[config.mk]
export PLATFORM = sky130hd
export DESIGN_NAME = hsid_x_band_unpacker_flat
export DESIGN_NICKNAME = d
export VERILOG_FILES = /design/src/rtl/hsid_x_band_unpacker_if.sv /design/src/rtl/hsid_x_band_unpacker.sv /design/src/flat_wrapper.sv
export SDC_FILE = /design/constraint.sdc
export NUM_CORES = 1
export LEC_CHECK = 0
export ABC_AREA = 1
export CAP_MARGIN = 20
export CORE_MARGIN = 2
export CORE_UTILIZATION = 55
export DETAILED_ROUTE_END_ITERATION = 8
export DONT_BUFFER_PORTS = 1
export PLACE_DENSITY = 0.72
export SETUP_SLACK_MARGIN = 0.5
export SYNTH_ARGS = -nofsm -noshare
export SYNTH_HDL_FRONTEND = slang
export SYNTH_SLANG_ARGS = --single-unit
[constraint.sdc]
create_clock -name clk -period 2.55 [get_ports clk]
set_input_delay 0.255 -clock clk [delete_from_list [all_inputs] [get_ports clk]]
set_output_delay 0.255 -clock clk [all_outputs]
set_load 0.02 [all_outputs]
[src/rtl/hsid_x_band_unpacker_if.sv]
// Word-in / band-out stream bundle for the band unpacker.
// slave = unpacker side, master = memory reader + consumer side.
interface hsid_x_band_unpacker_if #(
    parameter int WORD_WIDTH = 32,
    parameter int DATA_WIDTH = 16
);
    logic                  data_in_valid;
    logic [WORD_WIDTH-1:0] data_in;
    logic                  band_valid;
    logic [DATA_WIDTH-1:0] band_data;
    logic                  band_last;
    logic                  band_ready;

    modport master (
        output data_in_valid,
        output data_in,
        output band_ready,
        input  band_valid,
        input  band_data,
        input  band_last
    );

    modport slave (
        input  data_in_valid,
        input  data_in,
        input  band_ready,
        output band_valid,
        output band_data,
        output band_last
    );
endinterface

[src/rtl/hsid_x_band_unpacker.sv]
// Word FIFO + band splitter with per-pixel band counting.
// Define HSID_X_BAND_UNPACKER_SWAP_EN to emit samples MSB-first.
module hsid_x_band_unpacker #(
    parameter int WORD_WIDTH     = 32,
    parameter int DATA_WIDTH     = 16,
    parameter int FIFO_DEPTH     = 4,
    parameter int BAND_CNT_WIDTH = 8
) (
    input  logic                      clk,
    input  logic                      rst_n,
    input  logic                      start,
    input  logic                      clear,
    input  logic [BAND_CNT_WIDTH-1:0] num_bands,
    hsid_x_band_unpacker_if.slave     bus,
    output logic                      idle,
    output logic                      busy,
    output logic                      done,
    output logic                      overflow
);
    localparam int SPW = WORD_WIDTH / DATA_WIDTH;
    localparam int AW  = (FIFO_DEPTH > 1) ? $clog2(FIFO_DEPTH) : 1;
    localparam int SW  = (SPW > 1) ? $clog2(SPW) : 1;

    localparam logic [SW-1:0]             SUB_LAST = SW'(SPW - 1);
    localparam logic [SW-1:0]             SUB_ONE  = SW'(1);
    localparam logic [AW:0]               PTR_ONE  = (AW + 1)'(1);
    localparam logic [BAND_CNT_WIDTH-1:0] CNT_ONE  = BAND_CNT_WIDTH'(1);

    typedef enum logic [1:0] {
        S_IDLE,
        S_RUN,
        S_DONE
    } state_t;

    state_t                    state;
    logic [WORD_WIDTH-1:0]     mem [FIFO_DEPTH];
    logic [AW:0]               wr_ptr;
    logic [AW:0]               rd_ptr;
    logic [BAND_CNT_WIDTH-1:0] band_cnt;
    logic [BAND_CNT_WIDTH-1:0] limit;
    logic [SW-1:0]             sub_idx;

    logic                  run;
    logic                  empty;
    logic                  full;
    logic                  xfer;
    logic                  last;
    logic                  pop;
    logic                  push;
    logic                  ovf_hit;
    logic [WORD_WIDTH-1:0] head;
    logic [SW-1:0]         sel;
    logic [DATA_WIDTH-1:0] sample;

    assign run   = (state == S_RUN);
    assign empty = (wr_ptr == rd_ptr);
    assign full  = (wr_ptr[AW] != rd_ptr[AW]) &&
                   (wr_ptr[AW-1:0] == rd_ptr[AW-1:0]);

    assign bus.band_valid = run && !empty;
    assign last    = bus.band_valid && (band_cnt == limit - CNT_ONE);
    assign xfer    = bus.band_valid && bus.band_ready;
    assign pop     = xfer && ((sub_idx == SUB_LAST) || last);
    assign push    = run && bus.data_in_valid && (!full || pop);
    assign ovf_hit = run && bus.data_in_valid && full && !pop;

    assign bus.band_last = last;
    assign head          = mem[rd_ptr[AW-1:0]];

`ifdef HSID_X_BAND_UNPACKER_SWAP_EN
    assign sel = SUB_LAST - sub_idx;
`else
    assign sel = sub_idx;
`endif

    assign sample        = head[int'(sel) * DATA_WIDTH +: DATA_WIDTH];
    assign bus.band_data = bus.band_valid ? sample : '0;

    // Store accepted words at the write slot
    always_ff @(posedge clk or negedge rst_n) begin
        if (!rst_n) begin
            for (int i = 0; i < FIFO_DEPTH; i++) begin
                mem[i] <= '0;
            end
        end else if (push && !clear) begin
            mem[wr_ptr[AW-1:0]] <= bus.data_in;
        end
    end

    // Pixel sequencing, FIFO pointers, band counting and status flags
    always_ff @(posedge clk or negedge rst_n) begin
        if (!rst_n) begin
            state    <= S_IDLE;
            wr_ptr   <= '0;
            rd_ptr   <= '0;
            band_cnt <= '0;
            sub_idx  <= '0;
            limit    <= CNT_ONE;
            idle     <= 1'b1;
            busy     <= 1'b0;
            done     <= 1'b0;
            overflow <= 1'b0;
        end else if (clear) begin
            state    <= S_IDLE;
            wr_ptr   <= '0;
            rd_ptr   <= '0;
            band_cnt <= '0;
            sub_idx  <= '0;
            idle     <= 1'b1;
            busy     <= 1'b0;
            done     <= 1'b0;
            overflow <= 1'b0;
        end else begin
            unique case (state)
                S_IDLE: begin
                    if (start) begin
                        state    <= S_RUN;
                        limit    <= (num_bands == '0) ? CNT_ONE : num_bands;
                        wr_ptr   <= '0;
                        rd_ptr   <= '0;
                        band_cnt <= '0;
                        sub_idx  <= '0;
                        overflow <= 1'b0;
                        idle     <= 1'b0;
                        busy     <= 1'b1;
                    end
                end
                S_RUN: begin
                    if (push) wr_ptr <= wr_ptr + PTR_ONE;
                    if (pop) rd_ptr <= rd_ptr + PTR_ONE;
                    if (ovf_hit) overflow <= 1'b1;
                    if (xfer) begin
                        band_cnt <= band_cnt + CNT_ONE;
                        sub_idx  <= (sub_idx == SUB_LAST) ? '0 : sub_idx + SUB_ONE;
                    end
                    if (xfer && last) begin
                        state <= S_DONE;
                        busy  <= 1'b0;
                        done  <= 1'b1;
                    end
                end
                S_DONE: begin
                    state  <= S_IDLE;
                    wr_ptr <= '0;
                    rd_ptr <= '0;
                    done   <= 1'b0;
                    idle   <= 1'b1;
                end
                default: begin
                    state <= S_IDLE;
                    idle  <= 1'b1;
                    busy  <= 1'b0;
                    done  <= 1'b0;
                end
            endcase
        end
    end
endmodule

[src/flat_wrapper.sv]
// flat-port wrapper written by rule: the top's interface ports become plain ports
module hsid_x_band_unpacker_flat 
#(
    parameter int WORD_WIDTH     = 32,
    parameter int DATA_WIDTH     = 16,
    parameter int FIFO_DEPTH     = 4,
    parameter int BAND_CNT_WIDTH = 8
)
  (clk, rst_n, start, clear, num_bands, idle, busy, done, overflow, bus_data_in_valid, bus_data_in, bus_band_ready, bus_band_valid, bus_band_data, bus_band_last);
  hsid_x_band_unpacker_if #(.WORD_WIDTH(WORD_WIDTH), .DATA_WIDTH(DATA_WIDTH)) bus_i ();
  input  logic clk;
  input  logic rst_n;
  input  logic start;
  input  logic clear;
  input  logic [BAND_CNT_WIDTH-1:0] num_bands;
  output logic idle;
  output logic busy;
  output logic done;
  output logic overflow;
  input wire logic [$bits(bus_i.data_in_valid)-1:0] bus_data_in_valid;
  input wire logic [$bits(bus_i.data_in)-1:0] bus_data_in;
  input wire logic [$bits(bus_i.band_ready)-1:0] bus_band_ready;
  output wire logic [$bits(bus_i.band_valid)-1:0] bus_band_valid;
  output wire logic [$bits(bus_i.band_data)-1:0] bus_band_data;
  output wire logic [$bits(bus_i.band_last)-1:0] bus_band_last;
  assign bus_i.data_in_valid = bus_data_in_valid;
  assign bus_i.data_in = bus_data_in;
  assign bus_i.band_ready = bus_band_ready;
  assign bus_band_valid = bus_i.band_valid;
  assign bus_band_data = bus_i.band_data;
  assign bus_band_last = bus_i.band_last;
  hsid_x_band_unpacker #(.WORD_WIDTH(WORD_WIDTH), .DATA_WIDTH(DATA_WIDTH), .FIFO_DEPTH(FIFO_DEPTH), .BAND_CNT_WIDTH(BAND_CNT_WIDTH)) u_core (.clk(clk), .rst_n(rst_n), .start(start), .clear(clear), .num_bands(num_bands), .bus(bus_i), .idle(idle), .busy(busy), .done(done), .overflow(overflow));
endmodule
==> impl_metrics.prom <==
# TYPE chip_impl_metric gauge
chip_impl_metric{name="wl",unit="um"} 31000
chip_impl_metric{name="global_route_met1_utilization",unit=""} 0.464
chip_impl_metric{name="worst_r2r_path_depth",unit=""} 15
chip_impl_metric{name="period_share",unit=""} 0.959
chip_impl_metric{name="cell_internal_pwr",unit="mW"} 7.57
chip_impl_metric{name="final-hold-violation-count",unit=""} 158
chip_impl_metric{name="nets",unit=""} 1202
chip_impl_metric{name="finish.utilization",unit=""} 0.757
chip_impl_metric{name="place.detailed.instances",unit=""} 1220
chip_impl_metric{name="overflow",unit=""} 0
chip_impl_metric{name="dr.first_iter.drc_count",unit=""} 1407
chip_impl_metric{name="cts_hold_buf",unit=""} 39
chip_impl_info{name="cts_tree",value="done"} 1
chip_impl_metric{name="worstMarginPinSlew",unit="ns"} 0.722
chip_impl_metric{name="seqPwrFrac",unit=""} 0.285
chip_impl_metric{name="syn-instance-count",unit=""} 1071
chip_impl_metric{name="combPwrFrac",unit=""} 0.504
chip_impl_metric{name="crit_arrival",unit="ns"} 2.19
chip_impl_metric{name="area.growth.synth_to_final",unit="%"} 34.9
chip_impl_metric{name="final.setup_skew",unit="ns"} 0.0121
chip_impl_metric{name="timing.critical_path.required",unit="ns"} 2.30
chip_impl_metric{name="finalSetupTns",unit="ns"} 0
chip_impl_metric{name="whs",unit="ns"} -0.493
chip_impl_metric{name="largest_net_degree_at_the_start_of_global_routing",unit=""} 158
chip_impl_metric{name="ys_warn_count",unit=""} 0
chip_impl_metric{name="share_of_post_route_cells_with_drive_strength_above_1",unit=""} 0.236
chip_impl_metric{name="ir_drop",unit="mV"} 0.704
chip_impl_info{name="timing.setup.critical_path_class",value="reg2out"} 1
chip_impl_info{name="globalRoute.busiestLayer",value="met2"} 1
chip_impl_metric{name="layout.filler_cells",unit=""} 994
chip_impl_metric{name="cts-buffers-inserted",unit=""} 17
chip_impl_metric{name="clk-insertion-delay-late",unit="ns"} 0.45
chip_impl_info{name="outcome",value="finished with violations"} 1
chip_impl_info{name="cp-end-kind",value="output pin"} 1
chip_impl_metric{name="chip_height",unit="um"} 129
chip_impl_metric{name="sw_frac_of_total",unit=""} 0.410
chip_impl_metric{name="routed_wire_length_per_instance",unit="um"} 23.0
chip_impl_metric{name="power.density",unit="mW/mm2"} 1110
chip_impl_metric{name="netlist_area",unit="mm2"} 0.00854
chip_impl_metric{name="post_layout_nonfiller_instances",unit=""} 1347
chip_impl_metric{name="synth_seq_area_share",unit=""} 0.461
chip_impl_metric{name="gr-usage-met2",unit=""} 0.539
chip_impl_metric{name="synth_area_per_cell",unit="um2"} 7.97
chip_impl_metric{name="clk_pin_slew",unit="ns"} 0.06
chip_impl_info{name="critical_path.startpoint_type",value="flop"} 1
chip_impl_metric{name="cts_max_level",unit=""} 4
chip_impl_metric{name="p_leak",unit="nW"} 5.63
chip_impl_metric{name="die_width",unit="um"} 129
chip_impl_metric{name="antenna_found_initial",unit=""} 1
chip_impl_metric{name="routed_via_density",unit=""} 6.54
chip_impl_metric{name="yosysUniqueCellTypes",unit=""} 37
chip_impl_metric{name="drc",unit=""} 1
chip_impl_metric{name="finalSetupViolCount",unit=""} 0
chip_impl_metric{name="final_weighted_congestion_of_routability_driven_global_placement",unit=""} 0.830
chip_impl_metric{name="synthesis.nets",unit=""} 1128
chip_impl_metric{name="final_hpwl_from_detailed_placement",unit="um"} 13900
chip_impl_metric{name="dr_total_vias",unit=""} 8807
chip_impl_info{name="grt_setup_unrepaired",value="true"} 1
chip_impl_metric{name="detailedRoute.firstPassIterationCount",unit=""} 8
chip_impl_metric{name="clock-sinks",unit=""} 157
chip_impl_metric{name="design.portCount",unit=""} 68
chip_impl_metric{name="start_util",unit=""} 0.562
chip_impl_metric{name="worst-path-max-fanout",unit=""} 7
chip_impl_metric{name="p_switching",unit="mW"} 5.25
chip_impl_metric{name="rows",unit=""} 45
chip_impl_metric{name="pwr-share-clk",unit=""} 0.211
chip_impl_metric{name="slew_margin_rel",unit=""} 0.519
chip_impl_metric{name="grt_use_met3",unit=""} 0.0894
chip_impl_metric{name="placement.io_buffers",unit=""} 0
chip_impl_metric{name="core-area",unit="mm2"} 0.0152
chip_impl_info{name="failed_checks",value="DRC, hold timing"} 1
chip_impl_metric{name="design.die.area",unit="mm2"} 0.0165
chip_impl_metric{name="slew_viol_final",unit=""} 0
chip_impl_metric{name="grt_pass1_vias",unit=""} 8149
chip_impl_metric{name="total_of_flip_flops_plus_latches_after_synthesis",unit=""} 157
chip_impl_metric{name="max-clock-path-buffers",unit=""} 2
chip_impl_metric{name="finalCriticalPeriod",unit="ns"} 2.45
chip_impl_metric{name="max_freq",unit="GHz"} 0.409
chip_impl_metric{name="grt_pass1_wl",unit="um"} 43900
chip_impl_info{name="clockRootBuffer",value="clkbuf_16"} 1
chip_impl_metric{name="antenna_left",unit=""} 0
chip_impl_metric{name="globalRouteTotalUtil",unit=""} 0.343
chip_impl_metric{name="maxCapViolCount",unit=""} 0
chip_impl_info{name="hold_path.class",value="in2async"} 1
worst max-delay path, cell delays in order (launching register included):
cell      delay (ns)
dfrtp_2         0.47
buf_12          0.16
buf_12          0.13
buf_8           0.13
buf_16          0.14
buf_4           0.15
o21ai_2         0.14
o221ai_2        0.12
nand2_1         0.10
nor2_1          0.05
buf_4           0.16
sequential cells by signal (all words and copies together), names as in the netlist:
register,cells
u_core.band_cnt,8
u_core.mem,128
u_core.idle,1
u_core.done,1
u_core.state,2
u_core.busy,1
u_core.limit,8
u_core.wr_ptr,3
u_core.sel,1
u_core.overflow,1
u_core.rd_ptr,3
path summary, 6_finish.rpt:
kind | start | slack [ns] | endpoint
worst max-delay path | u_core.rd_ptr[0]$_DFFE_PN0P_ | 0.10 | bus_band_data[6]
worst min-delay path | rst_n | -0.49 | u_core.band_cnt[6]$_DFFE_PN0P_
worst max register to register | u_core.rd_ptr[1]$_DFFE_PN0P_ | 0.15 | u_core.mem[62]$_DFFE_PN0P_
worst min register to register | u_core.mem[109]$_DFFE_PN0P_ | 0.48 | u_core.mem[109]$_DFFE_PN0P_
max in group asynchronous | rst_n | 2.75 | u_core.idle$_DFFE_PN1P_
min in group clk | num_bands[1] | 0 | u_core.limit[1]$_DFFE_PN0P_
cell usage in the layout (no fill, tap or decap), types with 3 or more instances in the layout:
master / count
a21oi_1: 5
buf_12: 23
buf_16: 17
buf_4: 41
buf_6: 12
buf_8: 3
bufinv_16: 3
clkbuf_16: 22
clkbuf_8: 3
clkinv_2: 4
clkinvlp_4: 5
dfrtp_1: 153
dlygate4sd3_1: 39
ha_1: 9
inv_1: 37
inv_2: 6
nand2_1: 347
nand2_2: 12
nand2_4: 5
nand3_1: 15
nand4_1: 131
nand4_2: 3
nor2_1: 81
nor2_2: 13
nor2_4: 14
nor3_1: 6
o21ai_0: 24
o21ai_1: 17
o21ai_2: 23
o21ai_4: 18
o221ai_1: 4
o221ai_2: 21
o221ai_4: 7
xnor2_1: 3
xor2_1: 4
through the flow:
stage / hold WS, ns / worst slack (ns) / total power, mW / instance area, um2
finish: -0.493 / 0.104 / 12.8 / 11500
global route: -0.505 / 0.0696 / 13.3 / 11500
CTS: -0.497 / 0.196 / 11.2 / 10600
detailed placement: -0.0349 / 0.152 / 6.96 / 8640
global placement: -0.0366 / 0.231 / 6.90 / 8640
floorplan: -0.0406 / 0.444 / 6.12 / 8560
metal layers:
metal / routed length [um] / up-vias / part of all wire
li1: - / 3796 / -
met3: 3850 / 151 / 0.12
met2: 14200 / 691 / 0.46
met5: 0 / - / 0
met4: 1570 / 0 / 0.051
met1: 11400 / 4169 / 0.37
synth_stat cells, drive strengths merged:
| library cell | count | area (um2) |
|---|---|---|
| nand2 | 364 | 1400 |
| dfrtp | 155 | 3880 |
| nand4 | 135 | 870 |
| nor2 | 108 | 425 |
| o21ai | 82 | 410 |
| buf | 55 | 462 |
| inv | 47 | 176 |
| o221ai | 32 | 280 |
| clkbuf | 30 | 113 |
| nand3 | 18 | 108 |
| ha | 11 | 138 |
| a21oi | 6 | 41.3 |
| nor3 | 6 | 30.0 |
| xor2 | 4 | 35.0 |
| nor4 | 3 | 18.8 |
| xnor2 | 3 | 26.3 |
| clkinv | 2 | 8.75 |
| dfstp | 2 | 52.6 |
| mux2 | 2 | 22.5 |
| o41ai | 2 | 17.5 |
| or2 | 2 | 12.5 |
| nand3b | 1 | 7.51 |
| o31ai | 1 | 7.51 |
layout make-up:
type                    instances  area, um2  area share
multi-input cells             780       4600       0.399
diodes                          1       2.50    0.000217
inverters                      49        201      0.0175
flip-flops and latches        157       3930       0.342
repair buffers                140       1930       0.168
well taps                     188        235      0.0204
clock inverters                10        138      0.0120
clock buffers                  22        474      0.0412
power by group through the flow:
stage / registers, mW / clock network [mW] / logic, mW
floorplan: 3.44 / 0 / 2.68
global placement: 3.52 / 0 / 3.37
detailed placement: 3.53 / 0 / 3.42
CTS: 3.54 / 2.68 / 5.01
global route: 3.70 / 2.81 / 6.78
finish: 3.66 / 2.70 / 6.46
cells by family (layout without fill, tap and decap cells):
group | count (synthesis) | count (layout) | share of synthesized area
buf+inv | 134 | 221 | 0.0890
xor+xnor | 7 | 7 | 0.00718
mux | 2 | 2 | 0.00264
flops | 157 | 157 | 0.461
fa+ha+maj | 11 | 11 | 0.0161
other cells | 0 | 1 | 0
simple gates | 637 | 637 | 0.336
compound gates | 123 | 123 | 0.0887
what timing repair did:
item / 4_1_cts / 5_1_grt
endpoints found under the hold margin: 293 / 157
endpoints found under the setup margin: 159 / 166
cloned: 14 / 5
pin swaps: 27 / 69
resized for setup: 107 / 160
setup buffers: 24 / 12
No activity file was read; power rests on OpenSTA's default activity.
